### src/rtl/cpu6_pipereg_stage_pkg.sv
// Shared encodings for the cpu6 pipeline-stage register: state codes and stall counter size.
package cpu6_pipereg_stage_pkg;

  typedef enum logic [1:0] {
    CPU6_PIPE_EMPTY = 2'd0,
    CPU6_PIPE_BUSY  = 2'd1,
    CPU6_PIPE_FULL  = 2'd2
  } pipe_state_e;

  localparam int unsigned CPU6_PIPE_STALLCNT_SIZE = 16;

endpackage

### src/rtl/cpu6_pipereg_stage_dffre.sv
// Resettable flop with load enable; the building block for every register in the stage.
module cpu6_dffre #(
  parameter int unsigned W = 1
) (
  input  logic [W-1:0] d,
  output logic [W-1:0] q,
  input  logic         en,
  input  logic         clk,
  input  logic         reset
);

  always_ff @(posedge clk or posedge reset) begin
    if (reset)   q <= '0;
    else if (en) q <= d;
  end

endmodule

### src/rtl/cpu6_pipereg_stage.sv
// Generic cpu6 pipeline-stage register: valid/ready handshake, optional skid entry,
// flush-to-bubble and a saturating stall counter.
module cpu6_pipereg_stage
  import cpu6_pipereg_stage_pkg::*;
#(
  parameter int unsigned WIDTH       = 32,
  parameter int unsigned SKID        = 1,
  parameter int unsigned ZERO_BUBBLE = 1,
  parameter int unsigned CNTW        = CPU6_PIPE_STALLCNT_SIZE
) (
  input  logic             clk,
  input  logic             reset,
  input  logic             flush,
  input  logic             in_valid,
  output logic             in_ready,
  input  logic [WIDTH-1:0] in_data,
  output logic             out_valid,
  input  logic             out_ready,
  output logic [WIDTH-1:0] out_data,
  output logic [1:0]       occupancy,
  output logic [CNTW-1:0]  stall_cnt,
  input  logic             stall_cnt_clr
);

  logic [1:0]       r_state_bits;
  pipe_state_e      w_state;
  pipe_state_e      w_state_d;
  logic [WIDTH-1:0] r_main;
  logic [WIDTH-1:0] w_main_d;
  logic             w_main_en;
  logic [WIDTH-1:0] r_skid;
  logic [WIDTH-1:0] w_skid_d;
  logic             w_skid_en;
  logic [CNTW-1:0]  r_cnt;
  logic [CNTW-1:0]  w_cnt_d;
  logic             w_cnt_en;
  logic             w_in_fire;
  logic             w_out_fire;
  logic             w_stall;

  // State lives in a plain dffre (always enabled) so every register shares one reset flop type.
  assign w_state    = pipe_state_e'(r_state_bits);
  assign out_valid  = (w_state != CPU6_PIPE_EMPTY);
  assign in_ready   = (SKID != 0) ? (w_state != CPU6_PIPE_FULL) : (~out_valid | out_ready);
  assign w_in_fire  = in_valid & in_ready & ~flush;
  assign w_out_fire = out_valid & out_ready;
  assign occupancy  = r_state_bits;
  assign out_data   = (ZERO_BUBBLE != 0) ? (r_main & {WIDTH{out_valid}}) : r_main;

  always_comb begin
    w_state_d = w_state;
    w_main_d  = in_data;
    w_main_en = 1'b0;
    w_skid_d  = in_data;
    w_skid_en = 1'b0;
    if (flush) begin
      w_state_d = CPU6_PIPE_EMPTY;
      w_main_d  = '0;
      w_main_en = 1'b1;
      w_skid_d  = '0;
      w_skid_en = 1'b1;
    end else begin
      case (w_state)
        CPU6_PIPE_EMPTY: begin
          if (w_in_fire) begin
            w_state_d = CPU6_PIPE_BUSY;
            w_main_en = 1'b1;
          end
        end
        CPU6_PIPE_BUSY: begin
          if (w_in_fire && w_out_fire) begin
            w_main_en = 1'b1;
          end else if (w_in_fire && (SKID != 0)) begin
            w_state_d = CPU6_PIPE_FULL;
            w_skid_en = 1'b1;
          end else if (w_out_fire) begin
            w_state_d = CPU6_PIPE_EMPTY;
          end
        end
        CPU6_PIPE_FULL: begin
          if (w_out_fire) begin
            w_state_d = CPU6_PIPE_BUSY;
            w_main_d  = r_skid;
            w_main_en = 1'b1;
            w_skid_d  = '0;
            w_skid_en = 1'b1;
          end
        end
        default: w_state_d = CPU6_PIPE_EMPTY;
      endcase
    end
  end

  assign w_stall  = out_valid & ~out_ready;
  assign w_cnt_en = stall_cnt_clr | (w_stall & ~(&r_cnt));
  assign w_cnt_d  = stall_cnt_clr ? '0 : (r_cnt + CNTW'(1));
  assign stall_cnt = r_cnt;

  cpu6_dffre #(.W(2)) u_state (
    .d(w_state_d), .q(r_state_bits), .en(1'b1), .clk(clk), .reset(reset)
  );

  cpu6_dffre #(.W(WIDTH)) u_main (
    .d(w_main_d), .q(r_main), .en(w_main_en), .clk(clk), .reset(reset)
  );

  cpu6_dffre #(.W(WIDTH)) u_skid (
    .d(w_skid_d), .q(r_skid), .en(w_skid_en), .clk(clk), .reset(reset)
  );

  cpu6_dffre #(.W(CNTW)) u_cnt (
    .d(w_cnt_d), .q(r_cnt), .en(w_cnt_en), .clk(clk), .reset(reset)
  );

endmodule
### config.mk
export PLATFORM = sky130hd
export DESIGN_NAME = cpu6_pipereg_stage
export DESIGN_NICKNAME = d
export VERILOG_FILES = /design/src/rtl/cpu6_pipereg_stage_pkg.sv /design/src/rtl/cpu6_pipereg_stage_dffre.sv /design/src/rtl/cpu6_pipereg_stage.sv
export SDC_FILE = /design/constraint.sdc
export NUM_CORES = 1
export LEC_CHECK = 0
export BUFFER_PORTS_ARGS = -buffer_cell sky130_fd_sc_hd__buf_4
export CORE_UTILIZATION = 50
export CTS_CLUSTER_SIZE = 16
export DETAILED_ROUTE_END_ITERATION = 7
export PLACE_DENSITY = 0.75
export REMOVE_ABC_BUFFERS = 1
export SETUP_SLACK_MARGIN = 0.02
export SLEW_MARGIN = 10
export SYNTH_ARGS = -nofsm -noshare
export SYNTH_HDL_FRONTEND = slang
export SYNTH_SLANG_ARGS = --single-unit
### constraint.sdc
create_clock -name clk -period 2.7 [get_ports clk]
set_input_delay 0.54 -clock clk [delete_from_list [all_inputs] [get_ports clk]]
set_output_delay 0.54 -clock clk [all_outputs]
set_load 0.02 [all_outputs]
-- Word-level counts from Yosys, hierarchy flattened
Cells that the tools add are included.
- add/subtract/negate cells: 1
- eq/ne operators: 7
- muxes and demuxes: 22
- bitwise operators: 10
- reductions and logical operators: 5
- operator list (kind ; number):
    32-bit two-way mux ; 6
    32-bit bitwise AND ; 1
    16-bit by 1-bit adder with 16-bit output, second input constant ; 1
    16-bit two-way mux ; 1
    16-bit AND reduction ; 1
    2-bit two-way mux ; 6
    3-bit inequality test, second input constant ; 3
    1-bit two-way mux ; 6
    2-bit one-hot mux with 3 select lines ; 1
    1-bit bitwise AND ; 5
    4-bit inequality test, second input constant ; 1
    4-bit AND reduction ; 1
    1-bit inverter ; 3
    1-bit one-hot mux with 3 select lines ; 1
    2-bit by 1-bit == test with 1-bit output, second input constant ; 1
    2-bit == test, second input constant ; 1
    2-bit zero test ; 1
    2-bit inequality test, second input constant ; 1
    1-bit one-hot mux with 2 select lines ; 1
    2-bit nonzero test ; 1
    1-bit logical AND ; 1
    1-bit OR ; 1
- register bits after elaboration: 82
- input port bits: 38
- output and inout port bits: 52
- word-level logic and storage cells: 49

-- Longest topological paths before layout
Gate-level depths: netlist of the first run.
- depth in word-level cells: 7
- depth in mapped cells: 8
- depth with buffers taken out: 6

-- By module
From an unflattened synthesis of the first run, not the netlist that was laid out.
- cell total of the unflattened synthesis: 390
- area total of the unflattened synthesis: 4795.8 um^2
- modules (own cells, without submodules) (module ; instances ; cells each ; area an instance (um^2)):
    cpu6_dffre at u_main ... ; 2 ; 69 ; 1348.8
    cpu6_pipereg_stage ; 1 ; 212 ; 1368.8
    cpu6_dffre at u_cnt ; 1 ; 35 ; 653.1
    cpu6_dffre at u_state ; 1 ; 5 ; 76.3

-- Worst setup path after synthesis of the first run
No wires, ideal clock.
- path type: flip-flop to flip-flop
- start: register u_state.q[0]
- end: register u_cnt.q[12]
- setup time: 0.078 ns
- arrival: 2.001 ns
- path slack: 0.621 ns
- cell stages (with the launch flop): 8
- buffers on the path: 1
- period minus slack after synthesis: 2.079 ns
- path through: dfrtp_1 inv_1 ha_1 buf_6 and4bb_4 nand3_4 or4_1 a21oi_1
- longest elaborated chain between the ends: 4
- RTL lines (what ; RTL line ; source):
    start: declaration ; cpu6_pipereg_stage_dffre.sv:6 ; output logic [W-1:0] q,
    start signal: assignment ; cpu6_pipereg_stage_dffre.sv:13 ; if (reset) q <= '0;
    start signal: assignment ; cpu6_pipereg_stage_dffre.sv:14 ; else if (en) q <= d;
    2-bit nonzero test ; cpu6_pipereg_stage.sv:43 ; assign out_valid = (w_state != CPU6_PIPE_EMPTY);
    1-bit bitwise AND ; cpu6_pipereg_stage.sv:94 ; assign w_stall = out_valid & ~out_ready;
    1-bit bitwise AND ; cpu6_pipereg_stage.sv:95 ; assign w_cnt_en = stall_cnt_clr | (w_stall & ~(&r_cnt));
    1-bit OR ; cpu6_pipereg_stage.sv:95 ;
    end signal: assignment ; cpu6_pipereg_stage_dffre.sv:13 ;
    end signal: assignment ; cpu6_pipereg_stage_dffre.sv:14 ;
    end: declaration ; cpu6_pipereg_stage_dffre.sv:6 ;
Every way passes these cells.
A chain may end at the register's enable or synchronous reset.

-- Final worst setup path of the first run
- start: register u_state.q[0]
- end: output port out_data[1]
- longest elaborated chain between the ends: 2
- RTL lines (what ; RTL line ; source):
    2-bit nonzero test ; cpu6_pipereg_stage.sv:43 ;
    32-bit bitwise AND ; cpu6_pipereg_stage.sv:48 ; assign out_data = (ZERO_BUBBLE != 0) ? (r_main & {WIDTH{out_valid}}) : r_main;
    end: declaration ; cpu6_pipereg_stage.sv:19 ; output logic [WIDTH-1:0] out_data,
Every way passes these cells.

==> flow_summary.json, run 1 <==
{
  "vias_per_cell": 5.87,
  "dieArea_um2": 9020,
  "ys_seq_area_share_pct": 47.5,
  "post-cts-setup-buffers": 0,
  "holdWs_ps": 242,
  "timing.rr.end": "u_main.q[7]$_DFFE_PP0P_",
  "place_hpwl_mm": 6.65,
  "syn_inst": 420,
  "period_needed_ps": 2400,
  "fmax_mhz": 416,
  "post-synth-top-count-cell": "dfrtp_1",
  "r2r_cells": 7,
  "drt_wl_total_mm": 10.2,
  "synth-simple-area-share_pct": 17.8,
  "grt_use_total_pct": 24.2,
  "synthTopCellsByArea": "dfrtp_1 47%, mux2i_1 7.9%, a22o_1 6.5%",
  "cts.clk_slew.worst_paths_ps": 80,
  "max-slew-margin-rel_pct": 41.1,
  "skew_ps": 6.06,
  "synth_compound_area_share_pct": 18.5,
  "synth_edf_count": 0,
  "start_util_pct": 52.1,
  "ioPinCount": 90,
  "ir_worst_vdd_mv": 0.331,
  "synth_top_area_share_pct": 47.5,
  "num-fill-cells": 683,
  "reg2reg_slack_ps": 340,
  "numCtsBuffers": 9,
  "hold_viol_final": 0,
  "portBuffers": 89,
  "leakage_nw": 2.64,
  "grt_pass1_vias": 3533,
  "synth_top_family_by_area": "compound AO/OA/AOI/OAI gates",
  "grt_max_degree": 65,
  "regToRegStartpoint": "u_state.q[0]$_DFFE_PP0P_",
  "core-area_um2": 8300,
  "synthArstFlopShare_pct": 100,
  "place_area_um2": 5060,
  "critical_path_class": "reg -> out",
  "grt_overflow": 0,
  "via_count": 3538,
  "drv_slew": 0,
  "ys_ff_latch": 82,
  "cts-root-buf": "clkbuf_8",
  "startpoint_type": "flop",
  "gp_congestion": 0.753,
  "dieWidth_um": 95.0,
  "syn_avg_cell_area_um2": 10.3,
  "cp.required_ps": 2160,
  "rsz0062_at_grt": "false",
  "cts_resized": 0,
  "cts_max_level": 3,
  "cap_violations": 0,
  "holdBufCountCts": 0,
  "die_h_um": 95.0,
  "status": "finished clean",
  "yosys.area.top_type": "dfrtp_1",
  "drive_gt1_share_pct": 25.3,
  "synth_mux_area_share_pct": 10.2,
  "finalNetCount": 537,
  "areaGrowthSynthToFinish_pct": 21.9,
  "worst_slew_pin_slew_ps": 882,
  "cts_tree": "built",
  "hp-class": "in -> async",
  "drc_errors": 0,
  "clock_path_buffers": 2,
  "synth_flop_cell": "dfrtp_1",
  "synth-xor-area-share_pct": 0,
  "antenna_left": 0,
  "synth_fa_ha_area_share_pct": 1.45,
  "rows": 33,
  "setup_viol": 0,
  "synthTopCellsByCount": "82 x dfrtp_1, 41 x a21oi_1, 35 x nor2b_1",
  "cts.sinks": 82,
  "ys_warn_count": 0,
  "wire_per_inst_um": 16.9,
  "grt_antenna_before_repair": 0,
  "dr.pass1.iters": 4,
  "grt_pass1_wl_mm": 16.9,
  "clk_latency_ps": 350,
  "p_per_area_nw_per_um2": 567,
  "crit_path_end_kind": "output port",
  "cp.arrival_ps": 1860,
  "cp_max_fo": 25,
  "finalCritPeriodShare_pct": 89.1,
  "synth_cell_types": 46,
  "diodes": 0,
  "synthesis.area_um2": 4320,
  "drtIter0Drc": 191,
  "final_area_um2": 5270
}
## critical path, cell delays in order (launching register included)
cell,delay (ps)
dfrtp_1,430
inv_1,130
ha_1,220
buf_4,320
and2b_1,250
buf_4,160
## power breakdown
| part | total [W] | leakage [nW] | internal (W) | switching [W] |
|---|---|---|---|---|
| combinational | 0.000682 | 1.41 | 0.000277 | 0.000405 |
| clock | 0.000947 | 0.105 | 0.000511 | 0.000436 |
| sequential | 0.00136 | 1.13 | 0.00131 | 0.0000496 |
| total | 0.00299 | 2.64 | 0.00210 | 0.000890 |
## final cells by class
cell class	instances	area [um^2]	share of cell area, %
multi-input cells	294	2100	39.8
clock buffers	9	124	2.35
clock inverters	6	82.6	1.57
flip-flops and latches	82	2050	38.9
inverters	9	35.0	0.665
repair buffers	98	748	14.2
well taps	105	131	2.49
## state kept, by name (all words and copies together) (netlist names)
register   flops
u_cnt.q       16
u_main.q      32
u_state.q      2
u_skid.q      32
## through the flow
stage | setup slack [ps] | TNS [ps] | util, % | instances | power, W
after floorplan | -1790 | -86090 | - | 385 | 0.00177
after global placement | 450 | 0 | 61.0 | 588 | 0.00204
after detailed placement | 366 | 0 | 61.0 | 588 | 0.00206
after CTS | 287 | 0 | 63.5 | 603 | 0.00302
after global routing | 69.3 | 0 | 63.5 | 603 | 0.00314
final | 295 | 0 | 63.5 | 603 | 0.00299
## placed cells by master (no fill, tap or decap), types with 3 or more instances in the layout
master / n
a211oi_1: 4
a21oi_1: 40
a22o_1: 32
and2b_1: 4
and4_1: 3
buf_4: 97
clkbuf_8: 9
clkinv_2: 4
dfrtp_1: 82
ha_1: 4
inv_1: 8
mux2_1: 5
mux2_2: 4
mux2i_1: 34
nand2_1: 7
nand2b_1: 4
nand3_1: 4
nand4_1: 4
nor2_1: 16
nor2b_1: 35
o21ai_0: 33
or3_1: 32
## cell families after synthesis
family / Yosys count
AO/OA/AOI/OAI: 123
AND/OR/NAND/NOR: 123
flip-flops: 82
buffers and inverters: 44
multiplexers: 43
adder cells (fa/ha/maj): 5
## worst max-delay path by stage
stage                                         from                       to  slack (ps)  depth (start not counted)
after floorplan           u_state.q[0]$_DFFE_PP0P_  u_skid.q[0]$_DFFE_PP0P_       -1790                          6
after global placement    u_state.q[0]$_DFFE_PP0P_  u_main.q[0]$_DFFE_PP0P_         450                          7
after detailed placement  u_state.q[0]$_DFFE_PP0P_  u_main.q[7]$_DFFE_PP0P_         370                          7
after CTS                 u_state.q[0]$_DFFE_PP0P_              out_data[1]         290                          5
after global routing      u_state.q[0]$_DFFE_PP0P_  u_main.q[8]$_DFFE_PP0P_          70                          7
final                     u_state.q[0]$_DFFE_PP0P_              out_data[1]         300                          5
## routing by layer
layer | up-vias | routed length [um] | part of all wire [%] | GRT usage (%)
met5 | - | 0 | 0 | 0
met4 | 0 | 51 | 0.50 | 5.30
met3 | 5 | 570 | 5.6 | 6.52
met2 | 110 | 5090 | 50 | 40.5
met1 | 1756 | 4450 | 44 | 31.5
li1 | 1667 | - | - | -
(Power assumes the default switching activity.)
==> run 2, diff against run 1 <==
--- a/config.mk
+++ b/config.mk
@@ -9,6 +9,7 @@
 export CORE_UTILIZATION = 50
 export CTS_CLUSTER_SIZE = 16
 export DETAILED_ROUTE_END_ITERATION = 7
+export MAX_ROUTING_LAYER = met4
 export PLACE_DENSITY = 0.75
 export REMOVE_ABC_BUFFERS = 1
 export SETUP_SLACK_MARGIN = 0.02
==> flow_summary.json, run 2 (synthesis gave the netlist of run 1 again) <==
{
  "start_util_pct": 52.1,
  "portBuffers": 89,
  "drtIter0Drc": 191,
  "cts-root-buf": "clkbuf_8",
  "grt_overflow": 0,
  "clk_latency_ps": 350,
  "final_common_cell": "buf_4",
  "critical_path_class": "reg -> out",
  "path_buf_inv": 3,
  "clock_path_buffers": 2,
  "vias_per_cell": 5.88,
  "met2_usage_pct": 40.5,
  "wire_per_inst_um": 16.9,
  "diodes": 0,
  "dr.pass1.iters": 4,
  "numCtsBuffers": 9,
  "core-area_um2": 8300,
  "max_stage_delay_ps": 430,
  "drive_gt1_share_pct": 25.3,
  "cap_violations": 0,
  "cp.arrival_ps": 1860,
  "grt_antenna_before_repair": 0,
  "grt_use_total_pct": 24.9,
  "cp_max_fo": 25,
  "cts_resized": 0,
  "cpMostUsedCell": "buf_4",
  "grt_pass1_vias": 3549,
  "fin_tns_setup_ps": 0,
  "finalNetCount": 537,
  "cts_tree": "built",
  "leakage_nw": 2.64,
  "holdBufCountCts": 0,
  "setup_viol": 0,
  "grt_max_degree": 65,
  "rows": 33,
  "max-slew-margin-rel_pct": 41.0,
  "status": "finished clean",
  "grt_pass1_wl_mm": 16.9,
  "skew_ps": 6.40,
  "hp-class": "in -> async",
  "path_delay_family": "buffers and inverters",
  "top_usage_layer": "met2",
  "period_needed_ps": 2400,
  "gp_congestion": 0.763,
  "via_count": 3543,
  "drc_errors": 0,
  "hold_viol_final": 0,
  "finalCritPeriodShare_pct": 88.9,
  "final_cell_mix": "97 x buf_4, 82 x dfrtp_1, 40 x a21oi_1, 35 x nor2b_1, 34 x mux2i_1",
  "ioPinCount": 90,
  "cp.required_ps": 2160,
  "drt_wl_total_mm": 10.2,
  "use_met1_pct": 31.7,
  "place_hpwl_mm": 6.65,
  "p_per_area_nw_per_um2": 567,
  "cts.clk_slew.worst_paths_ps": 80,
  "dieWidth_um": 95.0,
  "die_h_um": 95.0,
  "ir_worst_vdd_mv": 0.331,
  "worst_slew_pin_slew_ps": 883,
  "cts_max_level": 3,
  "areaGrowthSynthToFinish_pct": 21.9,
  "rsz0062_at_grt": "false",
  "drv_slew": 0,
  "post-cts-setup-buffers": 0,
  "cts.sinks": 82,
  "antenna_left": 0,
  "top_regs": "u_main.q x32, u_skid.q x32, u_cnt.q x16",
  "crit_path_end_kind": "output port",
  "dieArea_um2": 9020,
  "cp_slowest_cell": "dfrtp_1",
  "grt_use_met3_pct": 6.04,
  "startpoint_type": "flop",
  "path_cells": "inv_1 > ha_1 > buf_4 > and2b_1 > buf_4",
  "finalCoreUtilization_pct": 63.5,
  "fmax_mhz": 417
}
run 2: area by class of cell:
class | instances | area, um^2
flip-flops and latches | 82 | 2050
repair buffers | 98 | 748
fillers | 683 | 3030
clock inverters | 6 | 82.6
inverters | 9 | 35.0
well taps | 105 | 131
clock buffers | 9 | 124
multi-input cells | 294 | 2100
run 2: routing by layer:
metal	up-vias	wire, um	part of all wire, %
met5	-	0	0
li1	1670	-	-
met4	0	57	0.56
met1	1762	4450	44
met3	7	543	5.3
met2	104	5120	50
run 2: worst paths after layout:
path | from | slack (ps) | end | depth (start not counted)
max in group asynchronous | reset | 1790 | u_main.q[8]$_DFFE_PP0P_ | 3
worst min register to register | u_skid.q[13]$_DFFE_PP0P_ | 510 | u_skid.q[13]$_DFFE_PP0P_ | 1
worst max register to register | u_state.q[0]$_DFFE_PP0P_ | 330 | u_main.q[7]$_DFFE_PP0P_ | 7
worst min-delay path | reset | 250 | u_cnt.q[14]$_DFFE_PP0P_ | 2
min in group clk | in_data[19] | 410 | u_skid.q[19]$_DFFE_PP0P_ | 2
worst max-delay path | u_state.q[0]$_DFFE_PP0P_ | 300 | out_data[1] | 5
run 2: where the power goes:
group / internal [W] / switching, W
sequential: 0.00131 / 0.0000495
combinational: 0.000277 / 0.000405
clock: 0.000511 / 0.000437
run 2: per-stage QoR:
step	setup WS, ps	area [um^2]	power (W)	hold WS [ps]	instances
floorplan	-1790	4160	0.00177	472	385
global placement	450	5060	0.00204	487	588
detailed placement	366	5060	0.00206	492	588
CTS	287	5270	0.00302	246	603
global route	73.1	5270	0.00314	279	603
finish	300	5270	0.00299	247	603
==> run 3, diff against run 2 <==
--- a/config.mk
+++ b/config.mk
@@ -10,7 +10,7 @@
 export CTS_CLUSTER_SIZE = 16
 export DETAILED_ROUTE_END_ITERATION = 7
 export MAX_ROUTING_LAYER = met4
-export PLACE_DENSITY = 0.75
+export PLACE_DENSITY_LB_ADDON = 0.3
 export REMOVE_ABC_BUFFERS = 1
 export SETUP_SLACK_MARGIN = 0.02
 export SLEW_MARGIN = 10
==> flow_summary.json, run 3 (synthesis gave the netlist of run 1 again) <==
{
  "ir_worst_vdd_mv": 0.278,
  "cap_violations": 0,
  "total_power_w": 0.00290,
  "vias_per_cell": 5.84,
  "grt_pass1_wl_mm": 16.0,
  "num-fill-cells": 730,
  "drc_errors": 0,
  "cts.sinks": 82,
  "cts_tree": "built",
  "grt_use_total_pct": 23.7,
  "drt_wl_total_mm": 10.2,
  "cts-root-buf": "clkbuf_8",
  "dr.pass1.iters": 4,
  "antenna_left": 0,
  "clock_path_buffers": 2,
  "worst_slew_pin_slew_ps": 931,
  "cts_max_level": 3,
  "leakage_nw": 2.63,
  "grt_overflow": 0,
  "dp_cells": 588,
  "crit_path_end_kind": "flop",
  "grt_antenna_before_repair": 0,
  "holdWs_ps": 212,
  "grt_pass1_vias": 3256,
  "startpoint_type": "flop",
  "drive_gt1_share_pct": 25.2,
  "p_per_area_nw_per_um2": 554,
  "final_cells": 602,
  "core-area_um2": 8300,
  "hold_viol_final": 0,
  "cp.required_ps": 2910,
  "status": "finished clean",
  "dieArea_um2": 9020,
  "wire_per_inst_um": 16.9,
  "final_cell_mix": "97 x buf_4, 82 x dfrtp_1, 40 x a21oi_1, 35 x nor2b_1, 34 x mux2i_1",
  "cts_resized": 0,
  "fmax_mhz": 407,
  "cp.arrival_ps": 2670,
  "diodes": 0,
  "die_h_um": 95.0,
  "drtIter0Drc": 183,
  "areaGrowthSynthToFinish_pct": 21.4,
  "multi_input_area_um2": 2100,
  "timing.final.ws_setup_ps": 242,
  "drv_slew": 0,
  "setup_viol": 0,
  "ioPinCount": 90,
  "dieWidth_um": 95.0,
  "pre_cts_slack_ps": 286,
  "finalCritPeriodShare_pct": 91.0,
  "via_count": 3517,
  "finalNetCount": 538,
  "final_common_cell": "buf_4",
  "gp_congestion": 0.784,
  "regArea_um2": 2050,
  "numCtsBuffers": 9,
  "clk_latency_ps": 350,
  "cp_max_fo": 34,
  "portBuffers": 89,
  "hp-class": "in -> async",
  "place_hpwl_mm": 6.53,
  "period_needed_ps": 2460,
  "top_regs": "u_main.q x32, u_skid.q x32, u_cnt.q x16",
  "cts.clk_slew.worst_paths_ps": 90,
  "grt_max_degree": 66,
  "rows": 33,
  "rsz0062_at_grt": "false",
  "max-slew-margin-rel_pct": 37.9,
  "start_util_pct": 52.1,
  "critical_path_class": "reg -> reg",
  "skew_ps": 8.01
}
==> run 3: final timing paths <==
check	slack, ps	startpoint	depth (start not counted)	endpoint
max in group asynchronous	1820	reset	3	u_main.q[1]$_DFFE_PP0P_
worst max-delay path	240	u_state.q[0]$_DFFE_PP0P_	7	u_main.q[19]$_DFFE_PP0P_
worst min-delay path	210	reset	2	u_cnt.q[13]$_DFFE_PP0P_
worst min register to register	510	u_skid.q[31]$_DFFE_PP0P_	1	u_skid.q[31]$_DFFE_PP0P_
min in group clk	420	in_data[10]	2	u_skid.q[10]$_DFFE_PP0P_
worst max register to register	240	u_state.q[0]$_DFFE_PP0P_	7	u_main.q[19]$_DFFE_PP0P_
==> run 3: worst max-delay path: stages, from the launching register on <==
cell and delay [ps]:
dfrtp_1 430, inv_1 100, ha_1 260, nand3b_1 120
buf_4 510, o31a_2 630, or3_1 190, a21oi_1 70
==> run 3: through the flow <==
stage / utilization (%) / cell area (um^2) / TNS [ps]
2_1_floorplan: - / 4160 / -86090
3_3_place_gp: 60.9 / 5050 / 0
3_5_place_dp: 60.9 / 5050 / 0
4_1_cts: 63.1 / 5240 / 0
5_1_grt: 63.2 / 5250 / 0
6_report: 63.2 / 5250 / 0
==> run 3: power by group <==
part / switching (W) / total, W / internal [W]
Sequential: 0.0000486 / 0.00136 / 0.00131
Combinational: 0.000403 / 0.000682 / 0.000279
Clock: 0.000430 / 0.000866 / 0.000436
Total: 0.000881 / 0.00290 / 0.00202
==> run 3: layer usage <==
metal	global-route usage (%)	share of wire, %
met4	7.70	0.52
met3	3.54	4.6
met2	34.7	47
met5	-	0
met1	33.7	48
==> run 3: cell type report <==
type / instances / share of cell area (%)
clock buffers: 10 / 2.62
inverters: 9 / 0.668
clock inverters: 3 / 0.811
multi-input cells: 295 / 40.0
repair buffers: 98 / 14.3
well taps: 105 / 2.50
flip-flops and latches: 82 / 39.1
==> run 3: what timing repair did <==
| action | CTS | global route |
|---|---|---|
| hold buffers | 0 | 0 |
| setup endpoints to repair | 0 | 2 |
| setup buffers | 0 | 0 |
